$ cat src/rtl/demux_stream_1xn.sv
// Registered 1-to-N stream demultiplexer with a one-entry holding slot per output channel.
// Words are steered by in_sel or copied to every channel by in_bcast; out-of-range selects are sunk and counted.
module demux_stream_1xn #(
    parameter int N     = 4,
    parameter int W     = 8,
    parameter int SEL_W = 2
) (
    input  logic             clk,
    input  logic             rst,
    input  logic             in_valid,
    output logic             in_ready,
    input  logic [W-1:0]     in_data,
    input  logic [SEL_W-1:0] in_sel,
    input  logic             in_bcast,
    output logic [N-1:0]     out_valid,
    input  logic [N-1:0]     out_ready,
    output logic [N*W-1:0]   out_data,
    output logic             sel_err,
    output logic [7:0]       err_cnt
);

    typedef enum logic {EMPTY, FULL} chan_state_t;

    logic [N-1:0] slot_free;
    logic [N-1:0] sel_match;
    logic [N-1:0] load;
    logic         in_range;
    logic         accept;
    logic         drop;
    logic         sel_err_reg;
    logic [7:0]   err_cnt_reg;

    assign in_range = |sel_match;

    // Broadcast needs every slot at once so a word is never delivered partially.
    always_comb begin
        in_ready = 1'b1;
        if (in_bcast)
            in_ready = &slot_free;
        else if (in_range)
            in_ready = |(sel_match & slot_free);
    end

    assign accept = in_valid & in_ready;
    assign drop   = accept & ~in_bcast & ~in_range;

    generate
        for (genvar gi = 0; gi < N; gi++) begin : g_chan
            chan_state_t state_reg, state_next;
            logic [W-1:0] data_reg;

            assign sel_match[gi] = (32'(in_sel) == gi);
            assign load[gi]      = accept & (in_bcast | sel_match[gi]);
            assign slot_free[gi] = (state_reg == EMPTY) | out_ready[gi];

            always_comb begin
                state_next = state_reg;
                case (state_reg)
                    EMPTY: if (load[gi]) state_next = FULL;
                    FULL:  if (!load[gi] && out_ready[gi]) state_next = EMPTY;
                    default: state_next = EMPTY;
                endcase
            end

            always_ff @(posedge clk) begin
                if (rst) begin
                    state_reg <= EMPTY;
                    data_reg  <= '0;
                end else begin
                    state_reg <= state_next;
                    if (load[gi])
                        data_reg <= in_data;
                end
            end

            assign out_valid[gi]         = (state_reg == FULL);
            assign out_data[gi*W +: W]   = data_reg;
        end
    endgenerate

    always_ff @(posedge clk) begin
        if (rst) begin
            sel_err_reg <= 1'b0;
            err_cnt_reg <= '0;
        end else begin
            sel_err_reg <= drop;
            if (drop && err_cnt_reg != 8'hFF)
                err_cnt_reg <= err_cnt_reg + 8'd1;
        end
    end

    assign sel_err = sel_err_reg;
    assign err_cnt = err_cnt_reg;

endmodule
$ cat config.mk
export PLATFORM = sky130hd
export DESIGN_NAME = demux_stream_1xn
export DESIGN_NICKNAME = d
export VERILOG_FILES = /design/src/rtl/demux_stream_1xn.sv
export SDC_FILE = /design/constraint.sdc
export NUM_CORES = 1
export LEC_CHECK = 0
export CAP_MARGIN = 10
export CORE_MARGIN = 2
export CORE_UTILIZATION = 41
export CTS_BUF_LIST = sky130_fd_sc_hd__clkbuf_8
export DETAILED_ROUTE_END_ITERATION = 10
export PLACE_DENSITY = 0.81
export SYNTH_ARGS = -nofsm -noshare
export SYNTH_HDL_FRONTEND = slang
export SYNTH_SLANG_ARGS = --single-unit
$ cat constraint.sdc
create_clock -name clk -period 2.9 [get_ports clk]
set_input_delay 0.725 -clock clk [delete_from_list [all_inputs] [get_ports clk]]
set_output_delay 0.725 -clock clk [all_outputs]
set_load 0.01 [all_outputs]
; Word level (Yosys, flattened, before mapping)
; Cells that the tools add are included.
[totals]
regBits = 45
output_inout_bits = 46
wordCells = 64
input_bits = 18
[classes]
n_reduce_logical = 13
add_sub_neg = 1
muxes = 14
n_eq_ne = 4
bitwise = 22
[ops]
columns = cell, count
row1 = 1-bit 2-to-1 mux, 10
row2 = "8-bit by 1-bit adder with 8-bit output, second input constant", 1
row3 = "8-bit inequality test, second input constant", 1
row4 = 1-bit bitwise OR, 8
row5 = 1-bit case mux with 2 select lines, 4
row6 = 4-bit OR reduction, 2
row7 = 1-bit AND, 7
row8 = 1-bit inverter, 6
row9 = 1-bit logical AND, 5
row10 = 4-bit AND, 1
row11 = "2-bit == test, second input constant", 2
row12 = 1-bit logical NOT, 4
row13 = 4-bit AND reduction, 1
row14 = "2-bit by 1-bit == test with 1-bit output, second input constant", 1
row15 = 2-bit logical NOT, 1

; Logic depth before layout (Yosys ltp)
; Gate-level depths: netlist of run 1.
[logic_depth]
ltp_word = 12
mapped_depth = 6
depth_no_buf = 4

; Least setup slack after synthesis of run 1
; No wires, ideal clock.
[synth_timing]
path_kind = input to output
startpoint = input out_ready[1]
endpoint = output in_ready
slack_ns = 0.719
t_arrival_ns = 1.456
required_ns = 2.175
path_stages = 5
n_path_buf = 1
path_cell_list = nor2b_1 buf_2 mux2i_1 mux2i_1 o22ai_1
[synth_via]
elab_chain_len = 5
word_cells_on_any_way = 6
classes_between = mux (2) / bitwise (2) / reduce/logical (2)
[synth_rtl]
columns = item, line_no
row1 = "start, declared", 16  ; input logic [N-1:0] out_ready,
row2 = 1-bit bitwise OR (*), 54  ; assign slot_free[gi] = (state_reg == EMPTY) | out_ready[gi];
row3 = 4-bit AND, 41  ; in_ready = |(sel_match & slot_free);
row4 = 4-bit OR reduction, 41
row5 = 1-bit 2-to-1 mux, 40  ; else if (in_range)
row6 = 1-bit 2-to-1 mux (*), 38  ; if (in_bcast)
row7 = "end, declared", 11  ; output logic in_ready,
; Mark *: on every way between the ends. The rest lies on a longest branch, timed or not.

; Worst setup path in the final report of run 1
[layout_timing]
startpoint = input in_bcast
endpoint = output in_ready
[layout_via]
elab_chain_len = 1
[layout_rtl]
columns = item, line_no
row1 = "start, declared", 14  ; input logic in_bcast,
row2 = 1-bit 2-to-1 mux, 38
; Every way passes these cells.

==> impl_metrics.tcl, run 1 <==
set metrics [dict create \
    portBuffers 63 \
    cpPeakStageDelay_ns 0.55 \
    cp.required_ns 2.17 \
    criticalPathCategory "in2out" \
    io_pins 64 \
    seqCellArea_um2 901 \
    grt_pass1_vias 1657 \
    final_cells 317 \
    layout-drive-gt1-share_pct 15.8 \
    report.final.hold_viol_count 0 \
    ys_warn_count 0 \
    status "completed" \
    maxSlewViolCount 0 \
    viasPerCell 5.26 \
    skew_ns 0.00693 \
    antenna_found_initial 0 \
    synth.distinct_cells 33 \
    synthesis.area_mm2 0.00193 \
    place_inst 309 \
    largest_reg_flops 32 \
    layout_common_cells "clkdlybuf4s50_1, dfxtp_1, nand2b_1, a21oi_1, nor2b_1" \
    dieWidth_um 72.6 \
    h-tree-depth 2 \
    power.density_mw_per_mm2 474 \
    synthCells 195 \
    start_kind "primary input" \
    grt_pass1_wl_um 7710 \
    cts_root_buffer "clkbuf_8" \
    whs_ns 0.473 \
    rsz0062_at_grt "no" \
    finalCritPeriodShare_pct 96.2 \
    max_freq_mhz 358 \
    drc 0 \
    synth.avg_cell_area_um2 9.91 \
    clock_latency_ns 0.30 \
    crit_path_top_delay_cell "clkdlybuf4s50_1" \
    ir_worst_vdd_v 0.000316 \
    cts_buffers 5 \
    cts.sinks 45 \
    critPathMaxFanout 4 \
    first_pass_iters 4 \
    wl_um 4650 \
    diodes 0 \
    overflow 0 \
    drv_cap 0 \
    grt_max_degree 53 \
    cp_cell_sequence "clkdlybuf4s50_1 -> and3b_1 -> a41oi_2 -> o22ai_1 -> dlygate4sd2_1" \
    worst-path-buf-inv 2 \
    nFillCells 403 \
    area_growth_pct 41.1 \
    crit_path_end_kind "output port" \
    ys_seq_area_share_pct 46.6 \
    post_cts_buffers 0 \
    leakage_nw 1.03 \
    num_rows 24 \
    worst_pin_slew_ns 0.522 \
    slew_headroom_pct 65.1 \
    grt.total_usage_pct 18.7 \
    worstHoldPathType "reg2reg" \
    fin_nets 282 \
    final_common_cell "clkdlybuf4s50_1" \
    syn_nets 213 \
    clk_pin_slew_ns 0.08 \
    cp.arrival_ns 2.07 \
    dp.final_hpwl_um 3340 \
    num_vias 1667 \
    wire_per_inst_um 14.7 \
    ys_seq_elements 45 \
    multiInputGateArea_um2 942 \
    cts_tree "built" \
    routabilityCongestion 0.829 \
    die_h_um 72.6 \
    antenna_left 0 \
    initial_core_util_pct 43.5 \
    die_area_mm2 0.00528 \
    dr.first_iter.drc_count 97 \
    critical_path.top_delay_family "buffers and inverters" \
    setup_viol 0 \
    clockBufferDepth 2 \
    core_area_mm2 0.00444 \
    fin_crit_ns 2.79 \
]
## cell usage after synthesis, drive strengths merged
master / instances / share of area, %
nor2: 1 / 0.19
nand3: 16 / 4.1
nand2: 2 / 0.52
nand4: 1 / 0.32
and2b: 1 / 0.45
conb: 1 / 0.19
or2: 1 / 0.32
buf: 10 / 4.0
dfxtp: 45 / 47
a21oi: 20 / 5.4
nand4bb: 1 / 0.84
o22ai: 1 / 0.32
or4b: 1 / 0.71
mux2i: 10 / 5.2
nand2b: 20 / 6.5
and3b: 2 / 0.97
a41oi: 1 / 0.84
clkbuf: 5 / 0.97
o21ai: 32 / 9.8
o41a: 2 / 1.7
o41ai: 2 / 2.8
a2bb2oi: 1 / 0.45
nor2b: 19 / 6.7
## worst paths after layout
check	slack, ns	depth (start not counted)	startpoint	to
worst max-delay path	0.11	5	in_bcast	in_ready
worst min-delay path	0.47	1	err_cnt[5]	err_cnt[5]
worst max register to register	1.26	5	g_chan[0].state_reg	g_chan[1].data_reg[4]
worst min register to register	0.47	1	err_cnt[5]	err_cnt[5]
## worst register-to-register path, stage by stage (launching register included)
cell	delay [ns]
dfxtp_1	0.35
nor2b_4	0.14
buf_4	0.17
o41a_1	0.55
o21ai_0	0.22
a21oi_1	0.09
## what timing repair did
item	in CTS	in global routing
hold buffers	0	0
setup endpoints to repair	1	0
hold endpoints to repair	0	0
gates resized for setup	2	0
## power by group
group	switching, W	leakage [nW]	internal, W
Combinational	0.000120	0.617	0.000136
Sequential	0.0000166	0.367	0.000650
Clock	0.000205	0.0491	0.000164
## final cells by class
cell class,count,area share [%]
Multi-Input combinational cell,135,34.6
Tap cell,52,2.39
Sequential cell,45,33.1
Clock buffer,5,2.53
Timing Repair Buffer,77,27.0
Clock inverter,3,0.505
## metrics by stage
stage	cell area (um2)	setup TNS, ns	setup WS [ns]	total power [W]	util [%]
5_1_grt	2730	0	0.0461	0.00136	61.3
2_1_floorplan	1930	0	0.719	0.000812	-
3_3_place_gp	2640	-0.0625	-0.0625	0.000934	59.3
3_5_place_dp	2640	-0.104	-0.104	0.000938	59.3
4_1_cts	2730	0	0.108	0.00130	61.3
6_report	2730	0	0.109	0.00129	61.3
## cell families after synthesis
group	count (synthesis)	share of synthesized area, %
compound gates	59	21.4
buf+inv	15	4.99
flops	45	46.6
mux	10	5.18
other cells	1	0.194
simple gates	65	21.6
## metal layers
metal,up-vias,share of wire (%),global-route usage [%]
met5,-,0,0
met4,0,1.6,6.79
met3,8,7.2,5.80
met2,66,47,29.8
met1,768,44,24.0
li1,825,-,-
(Power assumes the default switching activity.)
==> inputs of run 2 (changes only) <==
- ABC_AREA: not set -> 1
- CAP_MARGIN: 10 -> 5
- PLACE_DENSITY: 0.81 -> 0.79
==> impl_metrics.tcl, run 2 <==
set metrics [dict create \
    status "completed" \
    postPlaceCellArea_mm2 0.00285 \
    die_h_um 76.9 \
    synth_edf_count 0 \
    cts_tree "built" \
    viasPerCell 4.33 \
    syn_nets 333 \
    max_freq_mhz 359 \
    clockBufferDepth 2 \
    cts_buffers 5 \
    overflow 0 \
    worst_pin_slew_ns 0.880 \
    worstHoldPathType "reg2reg" \
    synth_area_leaders "dfxtp_1, inv_1, nand2_1" \
    crit_path_end_kind "output port" \
    grt.total_usage_pct 17.9 \
    slew_headroom_pct 41.2 \
    routabilityCongestion 0.814 \
    die_area_mm2 0.00591 \
    synthCells 315 \
    clock_latency_ns 0.30 \
    cts.sinks 45 \
    critPathMaxFanout 9 \
    final_cells 449 \
    ys_top_cells_by_count "inv_1, nand2_1, dfxtp_1, nor2_1, nand4_1" \
    cpPeakStageDelay_ns 0.47 \
    rsz0062_at_grt "no" \
    h-tree-depth 2 \
    num_rows 26 \
    num_vias 1944 \
    antenna_found_initial 0 \
    leakage_nw 1.43 \
    total_power_w 0.00159 \
    cp.required_ns 2.17 \
    clk_pin_slew_ns 0.08 \
    ys_warn_count 0 \
    synth.avg_cell_area_um2 6.91 \
    critical_path.top_delay_family "buffers and inverters" \
    synthesis.area_mm2 0.00218 \
    fin_nets 396 \
    criticalPathCategory "in2out" \
    antenna_left 0 \
    finalCritPeriodShare_pct 96.0 \
    grt_pass1_vias 1923 \
    first_pass_iters 4 \
    synth.distinct_cells 21 \
    io_pins 64 \
    async_flop_share_pct 0 \
    min_from "err_cnt[2]" \
    worstReg2RegStart "g_chan[2].state_reg" \
    cts_root_buffer "clkbuf_8" \
    skew_ns 0.00819 \
    layout_common_cells "inv_1, nand2_1, clkdlybuf4s50_1" \
    wl_um 5030 \
    final_common_cell "inv_1" \
    start_kind "primary input" \
    wire_per_inst_um 11.2 \
    initial_core_util_pct 42.6 \
    ir_worst_vdd_v 0.000246 \
    dr.first_iter.drc_count 114 \
    yosys.area.top_type "dfxtp_1" \
    ys_seq_elements 45 \
    cp_common_cell "nand2_1" \
    grt_pass1_wl_um 8550 \
    finalInstanceArea_mm2 0.00298 \
    dp.final_hpwl_um 3590 \
    maxSlewViolCount 0 \
    nFillCells 505 \
    layout-drive-gt1-share_pct 9.23 \
    cp_cell_sequence "clkdlybuf4s50_1 -> inv_1 -> nand2_1 -> nand2_1 -> o21ai_1 -> nand2_2 -> nand2_8 -> dlygate4sd2_1" \
    drc 0 \
    ys_seq_area_share_pct 41.4 \
    portBuffers 63 \
    drv_cap 0 \
    largest_reg_flops 32 \
    crit_start "out_ready[0]" \
    diodes 0 \
    power.density_mw_per_mm2 531 \
    worst-path-buf-inv 3 \
    crit_path_top_delay_cell "clkdlybuf4s50_1" \
    setup_viol 0 \
    cp.arrival_ns 2.06 \
    place_inst 441 \
    grt_max_degree 37 \
    report.final.hold_viol_count 0 \
    synth_ff_type "dfxtp_1" \
    core_area_mm2 0.00511 \
    yosysTopAreaCellShare_pct 41.4 \
    fin_crit_ns 2.78 \
    area_growth_pct 37.1 \
    post-synth-top-count-cell "inv_1" \
    dieWidth_um 76.9 \
]
-- run 2: logic make-up (layout without fill, tap and decap cells) --
group | count (synthesis) | in the layout | synth area share (%)
and+or+nand+nor | 155 | 155 | 35.1
buffers and inverters | 105 | 169 | 20.6
DFF | 45 | 45 | 41.4
AOI/OAI and AO/OA | 9 | 9 | 2.76
other | 1 | 1 | 0.172
-- run 2: metrics by stage --
stage	setup WS, ns	hold slack (ns)	TNS, ns	utilization [%]
after floorplan	0.773	0.447	0	-
after global placement	-0.0985	0.409	-0.0985	55.8
after detailed placement	-0.125	0.412	-0.125	55.8
after CTS	0.138	0.426	0	58.4
after global routing	0.0467	0.444	0	58.4
final	0.117	0.422	0	58.4
-- run 2: final timing paths --
check | end | slack, ns | depth (start not counted)
max | in_ready | 0.12 | 8
min | err_cnt[2] | 0.42 | 2
max reg2reg | g_chan[0].data_reg[3] | 1.17 | 10
min reg2reg | err_cnt[2] | 0.42 | 2
-- run 2: power by group --
group / total [W] / leakage, nW / switching (W) / internal, W
Clock: 0.000554 / 0.0681 / 0.000212 / 0.000342
Sequential: 0.000682 / 0.369 / 0.0000219 / 0.000660
Combinational: 0.000349 / 0.997 / 0.000188 / 0.000162
Total: 0.00159 / 1.43 / 0.000421 / 0.00116
-- run 2: cell type report --
cell class	count	area [um2]	share of cell area, %
well taps	70	87.6	2.94
clock buffers	5	68.8	2.31
flip-flops and latches	45	901	30.2
clock inverters	3	65.1	2.18
multi-input cells	165	827	27.7
repair buffers	73	704	23.6
inverters	88	330	11.1
-- run 2: per-layer routing --
metal,share of wire (%),GRT usage (%),vias up
li1,-,-,1055
met4,2.0,8.55,0
met5,0,0,-
met1,42,20.2,827
met2,51,31.8,54
met3,5.1,4.00,8
-- run 2: worst register-to-register path, delay by kind of cell (launching register included) --
family                 cells  cell delay (ns)
AND/OR/NAND/NOR            7             0.80
buffers and inverters      2             0.37
flip-flops                 1             0.32
AO/OA/AOI/OAI              1             0.16
-- run 2: what timing repair did --
| action | in CTS | in global routing |
|---|---|---|
| gates resized for setup | 1 | 0 |
| endpoints found under the setup margin | 1 | 0 |
| buffers inserted | 0 | 0 |
| hold buffers | 0 | 0 |
